--- config.mk ---
export PLATFORM = sky130hd
export DESIGN_NAME = park_ctrl_multi
export DESIGN_NICKNAME = d
export VERILOG_FILES = /design/src/rtl/park_ctrl_multi.sv
export SDC_FILE = /design/constraint.sdc
export NUM_CORES = 1
export LEC_CHECK = 0
export ABC_AREA = 1
export CAP_MARGIN = 40
export CORE_ASPECT_RATIO = 1.75
export CORE_MARGIN = 10
export CORE_UTILIZATION = 50
export CTS_CLUSTER_SIZE = 12
export DETAILED_ROUTE_END_ITERATION = 6
export PLACE_DENSITY_LB_ADDON = 0.1
export SLEW_MARGIN = 20
export SYNTH_ARGS = -nofsm -noshare
export SYNTH_HDL_FRONTEND = slang
export SYNTH_SLANG_ARGS = --single-unit
export TNS_END_PERCENT = 20
--- constraint.sdc ---
create_clock -name clk -period 4.28 [get_ports clk]
set_clock_uncertainty 0.1 [all_clocks]
set_input_delay 0.856 -clock clk [delete_from_list [all_inputs] [get_ports clk]]
set_output_delay 0.856 -clock clk [all_outputs]
set_load 0.05 [all_outputs]
--- src/rtl/park_ctrl_multi.sv ---
// rtl/park_ctrl_multi.sv - multi-slot parking gate controller with occupancy, password lockout and departures
//
// Purpose:
//   Drives an entrance gate from its sensors and a two-digit keypad.
//   A car is admitted only when the lot has room and the password is entered
//   correctly within a timed window. Repeated wrong entries trigger a timed
//   lockout. The controller counts the cars in the lot, and departures are
//   reported by car_leave.
//
// Ports:
//   clk              in   rising-edge clock
//   reset            in   synchronous, active-high reset
//   sensor_entrance  in   car present at the entrance
//   sensor_exit      in   car has passed the gate
//   password_1/2     in   keypad digits, qualified by pw_valid
//   pw_valid         in   one-cycle strobe, both digits valid
//   car_leave        in   one-cycle pulse, a parked car has left the lot
//   GREEN_LED        out  green gate lamp (registered)
//   RED_LED          out  red gate lamp (registered)
//   HEX_1, HEX_2     out  active-low 7-segment patterns (registered)
//   occupancy        out  number of cars in the lot
//   full             out  occupancy == CAPACITY

module park_ctrl_multi #(
   parameter int                       CAPACITY    = 8,
   parameter int                       PW_WIDTH    = 2,
   parameter logic [PW_WIDTH-1:0]      PASSWORD_1  = 2'b01,
   parameter logic [PW_WIDTH-1:0]      PASSWORD_2  = 2'b10,
   parameter int                       WAIT_CYCLES = 16,
   parameter int                       MAX_TRIES   = 3,
   parameter int                       LOCK_CYCLES = 32
) (
   input  logic                                clk,
   input  logic                                reset,
   input  logic                                sensor_entrance,
   input  logic                                sensor_exit,
   input  logic [PW_WIDTH-1:0]                 password_1,
   input  logic [PW_WIDTH-1:0]                 password_2,
   input  logic                                pw_valid,
   input  logic                                car_leave,
   output logic                                GREEN_LED,
   output logic                                RED_LED,
   output logic [6:0]                          HEX_1,
   output logic [6:0]                          HEX_2,
   output logic [$clog2(CAPACITY+1)-1:0]       occupancy,
   output logic                                full
);

   localparam int OCC_W  = $clog2(CAPACITY + 1);
   localparam int WAIT_W = $clog2(WAIT_CYCLES);
   localparam int LOCK_W = (LOCK_CYCLES > 1) ? $clog2(LOCK_CYCLES) : 1;
   localparam int TRY_W  = $clog2(MAX_TRIES + 1);

   // Segment patterns, active low, bit order gfedcba
   localparam logic [6:0] SEG_OFF = 7'b1111111;
   localparam logic [6:0] SEG_E   = 7'b0000110;
   localparam logic [6:0] SEG_N   = 7'b0101011;
   localparam logic [6:0] SEG_6   = 7'b0000010;
   localparam logic [6:0] SEG_0   = 7'b1000000;
   localparam logic [6:0] SEG_5   = 7'b0010010;
   localparam logic [6:0] SEG_P   = 7'b0001100;
   localparam logic [6:0] SEG_F   = 7'b0001110;
   localparam logic [6:0] SEG_L   = 7'b1000111;

   typedef enum logic [2:0] {
      IDLE          = 3'd0,
      WAIT_PASSWORD = 3'd1,
      WRONG_PASS    = 3'd2,
      RIGHT_PASS    = 3'd3,
      STOP          = 3'd4,
      FULL          = 3'd5,
      LOCKOUT       = 3'd6
   } state_t;

   state_t             current_state;
   state_t             next_state;
   logic [WAIT_W-1:0]  wait_cnt;
   logic [LOCK_W-1:0]  lock_cnt;
   logic [TRY_W-1:0]   tries;
   logic               match;
   logic               wait_done;
   logic               lock_done;
   logic               tries_inc;
   logic               tries_clr;
   logic               occ_inc;

   assign match     = pw_valid && (password_1 == PASSWORD_1) && (password_2 == PASSWORD_2);
   assign wait_done = (wait_cnt == WAIT_W'(WAIT_CYCLES - 1));
   assign lock_done = (lock_cnt == LOCK_W'(LOCK_CYCLES - 1));
   assign full      = (occupancy == OCC_W'(CAPACITY));

   // State register
   always_ff @(posedge clk) begin
      if (reset) begin
         current_state <= IDLE;
      end else begin
         current_state <= next_state;
      end
   end

   // Next-state logic and the side-effect strobes for tries and occupancy
   always_comb begin
      next_state = current_state;
      tries_inc  = 1'b0;
      tries_clr  = 1'b0;
      occ_inc    = 1'b0;
      case (current_state)
         IDLE: begin
            if (sensor_entrance) begin
               next_state = full ? FULL : WAIT_PASSWORD;
            end
         end
         FULL: begin
            if (!sensor_entrance) begin
               next_state = IDLE;
            end
         end
         WAIT_PASSWORD: begin
            // A strobe in the last window cycle still counts: pw_valid wins over timeout
            if (match) begin
               next_state = RIGHT_PASS;
            end else if (pw_valid) begin
               next_state = WRONG_PASS;
               tries_inc  = 1'b1;
            end else if (wait_done) begin
               next_state = IDLE;
               tries_clr  = 1'b1;
            end
         end
         WRONG_PASS: begin
            // tries already holds the count that includes this wrong entry
            if (tries == TRY_W'(MAX_TRIES)) begin
               next_state = LOCKOUT;
            end else begin
               next_state = WAIT_PASSWORD;
            end
         end
         RIGHT_PASS: begin
            if (sensor_entrance && sensor_exit) begin
               next_state = STOP;
            end else if (sensor_exit) begin
               next_state = IDLE;
               occ_inc    = 1'b1;
               tries_clr  = 1'b1;
            end
         end
         STOP: begin
            if (match) begin
               next_state = RIGHT_PASS;
            end
         end
         LOCKOUT: begin
            if (lock_done) begin
               next_state = IDLE;
               tries_clr  = 1'b1;
            end
         end
         default: begin
            next_state = IDLE;
         end
      endcase
   end

   // Window counters: zero whenever outside their state, so each visit starts at 0
   always_ff @(posedge clk) begin
      if (reset) begin
         wait_cnt <= '0;
         lock_cnt <= '0;
      end else begin
         wait_cnt <= (current_state == WAIT_PASSWORD) ? wait_cnt + WAIT_W'(1) : '0;
         lock_cnt <= (current_state == LOCKOUT)       ? lock_cnt + LOCK_W'(1) : '0;
      end
   end

   // Wrong-entry counter
   always_ff @(posedge clk) begin
      if (reset) begin
         tries <= '0;
      end else if (tries_clr) begin
         tries <= '0;
      end else if (tries_inc && (tries != TRY_W'(MAX_TRIES))) begin
         tries <= tries + TRY_W'(1);
      end
   end

   // Occupancy: an arrival and a departure in the same cycle cancel out
   always_ff @(posedge clk) begin
      if (reset) begin
         occupancy <= '0;
      end else if (occ_inc && car_leave) begin
         occupancy <= occupancy;
      end else if (occ_inc) begin
         if (!full) begin
            occupancy <= occupancy + OCC_W'(1);
         end
      end else if (car_leave) begin
         if (occupancy != '0) begin
            occupancy <= occupancy - OCC_W'(1);
         end
      end
   end

   // Registered lamp and display decode, one cycle behind current_state
   always_ff @(posedge clk) begin
      if (reset) begin
         GREEN_LED <= 1'b0;
         RED_LED   <= 1'b0;
         HEX_1     <= SEG_OFF;
         HEX_2     <= SEG_OFF;
      end else begin
         case (current_state)
            WAIT_PASSWORD: begin
               GREEN_LED <= 1'b0;
               RED_LED   <= 1'b1;
               HEX_1     <= SEG_E;
               HEX_2     <= SEG_N;
            end
            WRONG_PASS: begin
               GREEN_LED <= 1'b0;
               RED_LED   <= ~RED_LED;
               HEX_1     <= SEG_E;
               HEX_2     <= SEG_E;
            end
            RIGHT_PASS: begin
               GREEN_LED <= ~GREEN_LED;
               RED_LED   <= 1'b0;
               HEX_1     <= SEG_6;
               HEX_2     <= SEG_0;
            end
            STOP: begin
               GREEN_LED <= 1'b0;
               RED_LED   <= ~RED_LED;
               HEX_1     <= SEG_5;
               HEX_2     <= SEG_P;
            end
            FULL: begin
               GREEN_LED <= 1'b0;
               RED_LED   <= 1'b1;
               HEX_1     <= SEG_F;
               HEX_2     <= SEG_L;
            end
            LOCKOUT: begin
               GREEN_LED <= 1'b0;
               RED_LED   <= ~RED_LED;
               HEX_1     <= SEG_L;
               HEX_2     <= SEG_0;
            end
            default: begin
               GREEN_LED <= 1'b0;
               RED_LED   <= 1'b0;
               HEX_1     <= SEG_OFF;
               HEX_2     <= SEG_OFF;
            end
         endcase
      end
   end

endmodule

==> results.txt, run 1 <==
----------------------------------------------------
[Clock tree]
  CTS Sinks ... 32
  Total of cells resized after clock tree synthesis ... 0
  Clock transition at the registers of the reported paths ... ~60 ps
  Number of H-tree levels ... 2
  CTS max path bufs ... 2
  TritonCTS clock tree ... built
  Clk_lat worst skew ... around 280 ps
  Post-cts hold buffer count ... 0
  TritonCTS Buffers ... 5
  Buffers inserted during post-CTS setup optimization ... 0
  Buffer cell driving the clock tree root ... clkbuf_8

[STA]
  Headroom to the max-slew limit ... between 60% and 70%
  Transition time at the pin with the least slew margin ... ~500 ps
  RSZ-0062 raised after global routing ... no
  Hold violation count in the final report ... 0
  Max-slew violation count ... 0
  Final setup viols ... 0
  Minimum setup slack in the final design ... about 1400 ps
  Final clock period utilization by the worst path ... approximately two thirds
  Post-route minimum period ... approximately 2900 ps
  Aggregate negative setup slack ... 0 ps
  Maximum clock frequency ... roughly 350 MHz

[Power and ir drop]
  Pwr Density ... between 800 and 900 nW/um^2
  Cell-internal power ... 802 uW
  Switching share of power ... roughly half
  Leakage ... slightly above 0.0009 uW
  Power share of the combinational group ... roughly 57%
  Overall power ... between 1500 and 2000 uW
  Sequential share of power ... between 20% and 30%
  Net switching component of the power ... about 800 uW
  Clk pwr share ... between 10% and 20%
  Worst-case vdd ir drop ... around 0.00044 V

[Cells and area]
  Most used cells in the layout excluding fill and tap cells ... nand2_1 (47), nor2_1 (38), dfxtp_1 (32)
  Post-route non-filler standard cell count ... around 300
  Area of combinational cells with multiple inputs ... 803 sq um
  Seq. cell area ... roughly 640 sq um
  Final Core Density ... between 60% and 70%
  Ratio of cells with drive above 1 in the final layout ... a little under an eighth
  Leading cell type in the layout, fill and taps excluded ... nand2_1
  Fill cells ... 318
  Final Net Count ... ~270
  Antenna diode instance count ... 0
  Area delta synth->final ... 24.1%

[Place]
  Final HPWL from detailed placement ... ~2.7 mm
  Total placed cells including tap cells ... 291
  Pre-CTS worst setup slack ... ~1400 ps
  Buffers on Ports ... 29
  Final weighted congestion in routability-driven placement ... just under 0.8

[Synthesis]
  Post-synthesis area per instance ... between 7 and 8 sq um
  Dominant cell type by area after synthesis ... dfxtp_1
  Post-synth design cell area ... 1610 sq um
  Leading cell types by total area after synthesis ... dfxtp_1 (40%), nand2_1 (11%), nor2_1 (8.9%)
  Fraction of the yosys area taken by sequential cells ... 39.9%
  Syn_nets ... between 200 and 250
  Library cells used by synthesis ... 27
  Flop and latch count out of synthesis ... 32
  Share of Yosys cell area claimed by the top area cell type ... roughly 40%
  Instance count of the mapped netlist ... between 200 and 250
  Warnings, synthesis ... 0

[Route]
  Number of DRC markers in iteration 0 ... 36
  Number of nets with antenna violations after routing ... 0
  Overall routed net length ... around 3.3 mm
  Final routed DRC violation total ... 0
  Post-detailed-route via-to-cell ratio ... a little under 5
  Per-cell routed wire length ... 10.9 um
  DR pass1 iterations ... 4
  Overall via count from detail_route ... between 1000 and 1500

[Floorplanning]
  Die area ... ~6000 sq um
  Starting utilization of the core area ... 51.7%
  DIE WIDTH ... around 63 um
  DIE HEIGHT ... 95.0 um
  Core Region ... roughly 3100 sq um
  Number of top-level pins ... 31
  Cell row count ... 27

[GRT]
  Congestion Overflow GR ... 0
  First-pass GRT wire length ... 5.87 mm
  Largest net degree at the start of global routing ... 15
  Antenna violations before repair ... 0
  Gr usage total ... 12.0%
  Vias in the first global route ... between 1000 and 1500
  GRT busiest layer ... met2
  Met1 track demand over resource in global routing ... between 10% and 20%
  Fraction of met3 tracks used by global routing ... slightly below 4%
  Fraction of met2 tracks used by global routing ... about 22%

[Flow run]
  Number of violations of the max-capacitance limit ... 0

[Worst setup path]
  Critical path launch point type ... register
  Critical path type ... reg2out
  Required time worst endpoint ... around 3300 ps
  Max Fanout on Critical Path ... 6
  CP Capture Type ... output port
  Critical Path AT ... a little under 2000 ps

[Hold path]
  Hold crit path type ... reg2reg

[Run status]
  Run status ... completed

----------------------------------------------------
## metal layers
metal	vias up	wire (um)
met5	-	0
met4	0	84
met3	7	214
met2	38	1690
met1	637	1270
li1	755	-
## path summary, 6_finish.rpt
kind                         start      endpoint  slack [ps]  cells past startpoint
setup / recovery      occupancy[0]          full        1390                      4
hold / removal           GREEN_LED     GREEN_LED         310                      1
setup reg to reg  current_state[1]  occupancy[3]        2150                     12
hold reg to reg          GREEN_LED     GREEN_LED         310                      1
## synthesized netlist by cell type, drive strengths merged
master,n
nand2,52
nor2,48
inv,33
dfxtp,32
nand3,22
o21ai,7
a21oi,6
ha,6
buf,5
nand4,3
nor3,2
xor2,2
conb,1
fa,1
nor3b,1
o211ai,1
o21a,1
or2,1
## flip-flops by register name, indices dropped and copies added, names as in the netlist
name and cells:
HEX_1 5, lock_cnt 5, RED_LED 1, occupancy 4, HEX_2 7, current_state 3, GREEN_LED 1, tries 2
wait_cnt 4
## cell families after synthesis
family	after synthesis	share of synthesized area, %
AND/OR/NAND/NOR	129	37.1
buffers and inverters	38	10.1
flip-flops	32	39.9
AO/OA/AOI/OAI	15	5.69
adder cells (fa/ha/maj)	7	5.92
XOR/XNOR	2	1.09
other	1	0.234
## critical path: stages (launching register included)
cell and delay [ps]:
dfxtp_1 370, nor2_1 250, nand2_1 160, inv_1 80, clkdlybuf4s50_1 800
## stage by stage
step / cell area (sq um) / hold WS [ps]
finish: 1990 / 313
global route: 1990 / 354
CTS: 1990 / 320
detailed placement: 1910 / 311
global placement: 1910 / 306
floorplan: 1610 / 318
## final cells by class
class / instances / share of cell area (%)
sequential: 32 / 32.2
multi-input combinational: 154 / 40.3
tap: 43 / 2.70
clock buffer: 6 / 3.64
clock inverter: 1 / 0.251
timing repair buffer: 29 / 14.6
inverter: 33 / 6.34
## power groups by stage
| stage | Combinational [uW] | Clock [uW] | Sequential (uW) |
|---|---|---|---|
| global route | 1010 | 228 | 491 |
| finish | 914 | 213 | 472 |
| detailed placement | 921 | 0 | 478 |
| floorplan | 478 | 0 | 687 |
| global placement | 913 | 0 | 477 |
| CTS | 924 | 215 | 473 |
Note: power is estimated with default switching activity, not from simulation.
==> inputs of run 2 (changes only) <==
==> constraint.sdc (replaced) <==
create_clock -name clk -period 2.75 [get_ports clk]
set_clock_uncertainty 0.1 [all_clocks]
set_input_delay 0.55 -clock clk [delete_from_list [all_inputs] [get_ports clk]]
set_output_delay 0.55 -clock clk [all_outputs]
set_load 0.05 [all_outputs]
==> results.txt, run 2 (synthesis gave the netlist of run 1 again) <==
----------------------------------------------------
[Cells and area]
  Most used cells in the layout excluding fill and tap cells ... nand2_1 (47), nor2_1 (38), dfxtp_1 (32) (unchanged)
  Antenna diode instance count ... 0 (unchanged)
  Max FFs per register ... 7 (unchanged)
  Leading cell type in the layout, fill and taps excluded ... nand2_1 (unchanged)
  Largest registers ... HEX_2 (7), HEX_1 (5), lock_cnt (5) (unchanged)
  Ratio of cells with drive above 1 in the final layout ... 12.5% (was 11.8%)
  Register with the most flip-flops ... HEX_2 (unchanged)
  Area delta synth->final ... 25.7% (was 24.1%)
  Post-route non-filler standard cell count ... 299 (was 298)
  Final Net Count ... 273 (was 272)

[Worst setup path]
  Reg-to-Reg End ... occupancy[3] (unchanged)
  Stages on the worst setup path ... 4 (unchanged)
  Max stage delay on crit path ... 800 ps (about the same)
  Startpoint of the most critical register-to-register path ... current_state[0] (was current_state[1])
  Reg2reg setup slack ... 680 ps (was 2150 ps)
  Max stage delay cell, worst path ... clkdlybuf4s50_1 (unchanged)
  CP Capture Type ... output port (unchanged)
  Max Fanout on Critical Path ... 6 (unchanged)
  Critical path launch point type ... register (unchanged)
  Critical-path cell list ... nor2_1 -> nand2_1 -> inv_1 -> clkdlybuf4s50_1 (unchanged)
  Count of buffering cells on the critical path with inverters included ... 2 (unchanged)
  Number of cell instances on the worst register-to-register path ... 12 (unchanged)
  Critical Path AT ... 1910 ps (was 1940 ps)
  Critical path type ... reg2out (unchanged)
  Required time worst endpoint ... 2100 ps (was 3320 ps)
  Crit-path leading delay family ... buffers and inverters (unchanged)

[Floorplanning]
  DIE HEIGHT ... 95.0 um (unchanged)
  Die area ... 5970 sq um (unchanged)
  Number of top-level pins ... 31 (unchanged)
  DIE WIDTH ... 62.8 um (unchanged)
  Core Region ... 3110 sq um (unchanged)
  Starting utilization of the core area ... 51.7% (unchanged)
  Cell row count ... 27 (unchanged)

[STA]
  Headroom to the max-slew limit ... 66.5% (was 66.0%)
  Max-slew violation count ... 0 (unchanged)
  Transition time at the pin with the least slew margin ... 501 ps (was 508 ps)
  Final clock period utilization by the worst path ... about 93%
  Post-route minimum period ... roughly 2600 ps
  RSZ-0062 raised after global routing ... no (unchanged)
  Hold violation count in the final report ... 0 (unchanged)
  Aggregate negative setup slack ... 0 ps (unchanged)
  Final setup viols ... 0 (unchanged)
  Minimum hold slack ... 315 ps (was 313 ps)
  Minimum setup slack in the final design ... 191 ps (was 1390 ps)
  Maximum clock frequency ... between 300 and 400 MHz

[Place]
  Final HPWL from detailed placement ... 2.59 mm (was 2.67 mm)
  Pre-CTS worst setup slack ... 243 ps (was 1450 ps)
  Buffers on Ports ... 29 (unchanged)
  Final weighted congestion in routability-driven placement ... 0.788 (was 0.789)
  Total placed cells including tap cells ... 292 (was 291)

[Clock tree]
  TritonCTS Buffers ... 5 (unchanged)
  Number of H-tree levels ... 2 (unchanged)
  CTS max path bufs ... 2 (unchanged)
  Buffers inserted during post-CTS setup optimization ... 0 (unchanged)
  Buffer cell driving the clock tree root ... clkbuf_8 (unchanged)
  Clk_lat worst skew ... 290 ps (was 280 ps)
  Post-cts hold buffer count ... 0 (unchanged)
  Total of cells resized after clock tree synthesis ... 0 (unchanged)
  TritonCTS clock tree ... built (unchanged)
  CTS Sinks ... 32 (unchanged)
  Clock transition at the registers of the reported paths ... 70 ps (was 60 ps)

[Route]
  Number of nets with antenna violations after routing ... 0 (unchanged)
  Final routed DRC violation total ... 0 (unchanged)
  Per-cell routed wire length ... 10.8 um (was 10.9 um)
  Number of DRC markers in iteration 0 ... 25 (was 36)
  Overall routed net length ... 3.23 mm (was 3.26 mm)
  DR pass1 iterations ... 4 (unchanged)
  Post-detailed-route via-to-cell ratio ... 4.74 (was 4.82)
  Overall via count from detail_route ... 1418 (was 1437)

[Hold path]
  Hold crit path type ... reg2reg (unchanged)
  Hold path endpoint ... GREEN_LED (unchanged)
  Hold path depth ... 1 (unchanged)
  Hold_sp ... GREEN_LED (unchanged)

[GRT]
  Gr usage total ... 11.9% (was 12.0%)
  Congestion Overflow GR ... 0 (unchanged)
  First-pass GRT wire length ... 5.74 mm (was 5.87 mm)
  Antenna violations before repair ... 0 (unchanged)
  Vias in the first global route ... 1341 (was 1368)
  Largest net degree at the start of global routing ... 15 (unchanged)

[Power and ir drop]
  Leakage ... 0.000922 uW (was 0.000907 uW)
  Pwr Density ... 1260 nW/um^2 (was 803 nW/um^2)
  Worst-case vdd ir drop ... 0.000738 V (was 0.000441 V)
  Overall power ... 2550 uW (was 1600 uW)

[Run status]
  Run status ... completed (unchanged)

[Flow run]
  Number of violations of the max-capacitance limit ... 0 (unchanged)

----------------------------------------------------
==> run 2: changes by cell type in the layout (fill, tap and decap cells not counted) <==
cell | previous run | this run
clkbuf_8 | 5 | 7
buf_4 | 0 | 1
clkbuf_1 | 1 | 0
clkinv_2 | 1 | 0
==> run 2: layer usage <==
layer | GRT usage, % | share of wire (%) | up-vias
li1 | - | - | 755
met1 | 11.0 | 39 | 629
met2 | 22.0 | 54 | 27
met3 | 4.27 | 5.8 | 7
met4 | 7.12 | 1.9 | 0
met5 | 0 | 0 | -
==> run 2: layout make-up <==
type,count,area (sq um)
Clock buffer,7,96.3
Multi-Input combinational cell,154,803
Timing Repair Buffer,30,298
Sequential cell,32,641
Inverter,33,126
Fill cell,299,1090
Tap cell,43,53.8
==> run 2: through the flow <==
| stage | util [%] | area [sq um] |
|---|---|---|
| finish | 64.9 | 2020 |
| global route | 64.9 | 2020 |
| CTS | 64.9 | 2020 |
| detailed placement | 61.8 | 1920 |
| global placement | 61.8 | 1920 |
| floorplan | - | 1610 |
==> run 2: worst max-delay path by stage <==
stage	endpoint	from
after detailed placement	occupancy[3]	sensor_exit
after global placement	occupancy[3]	sensor_exit
after CTS	full	occupancy[0]
after global routing	full	occupancy[0]
after floorplan	full	occupancy[3]
final	full	occupancy[0]
==> run 2: power by group <==
part / internal, uW / leakage [uW] / switching [uW]
sequential: 607 / 0.000262 / 110
clock: 222 / 0.0000503 / 161
combinational: 478 / 0.000609 / 968
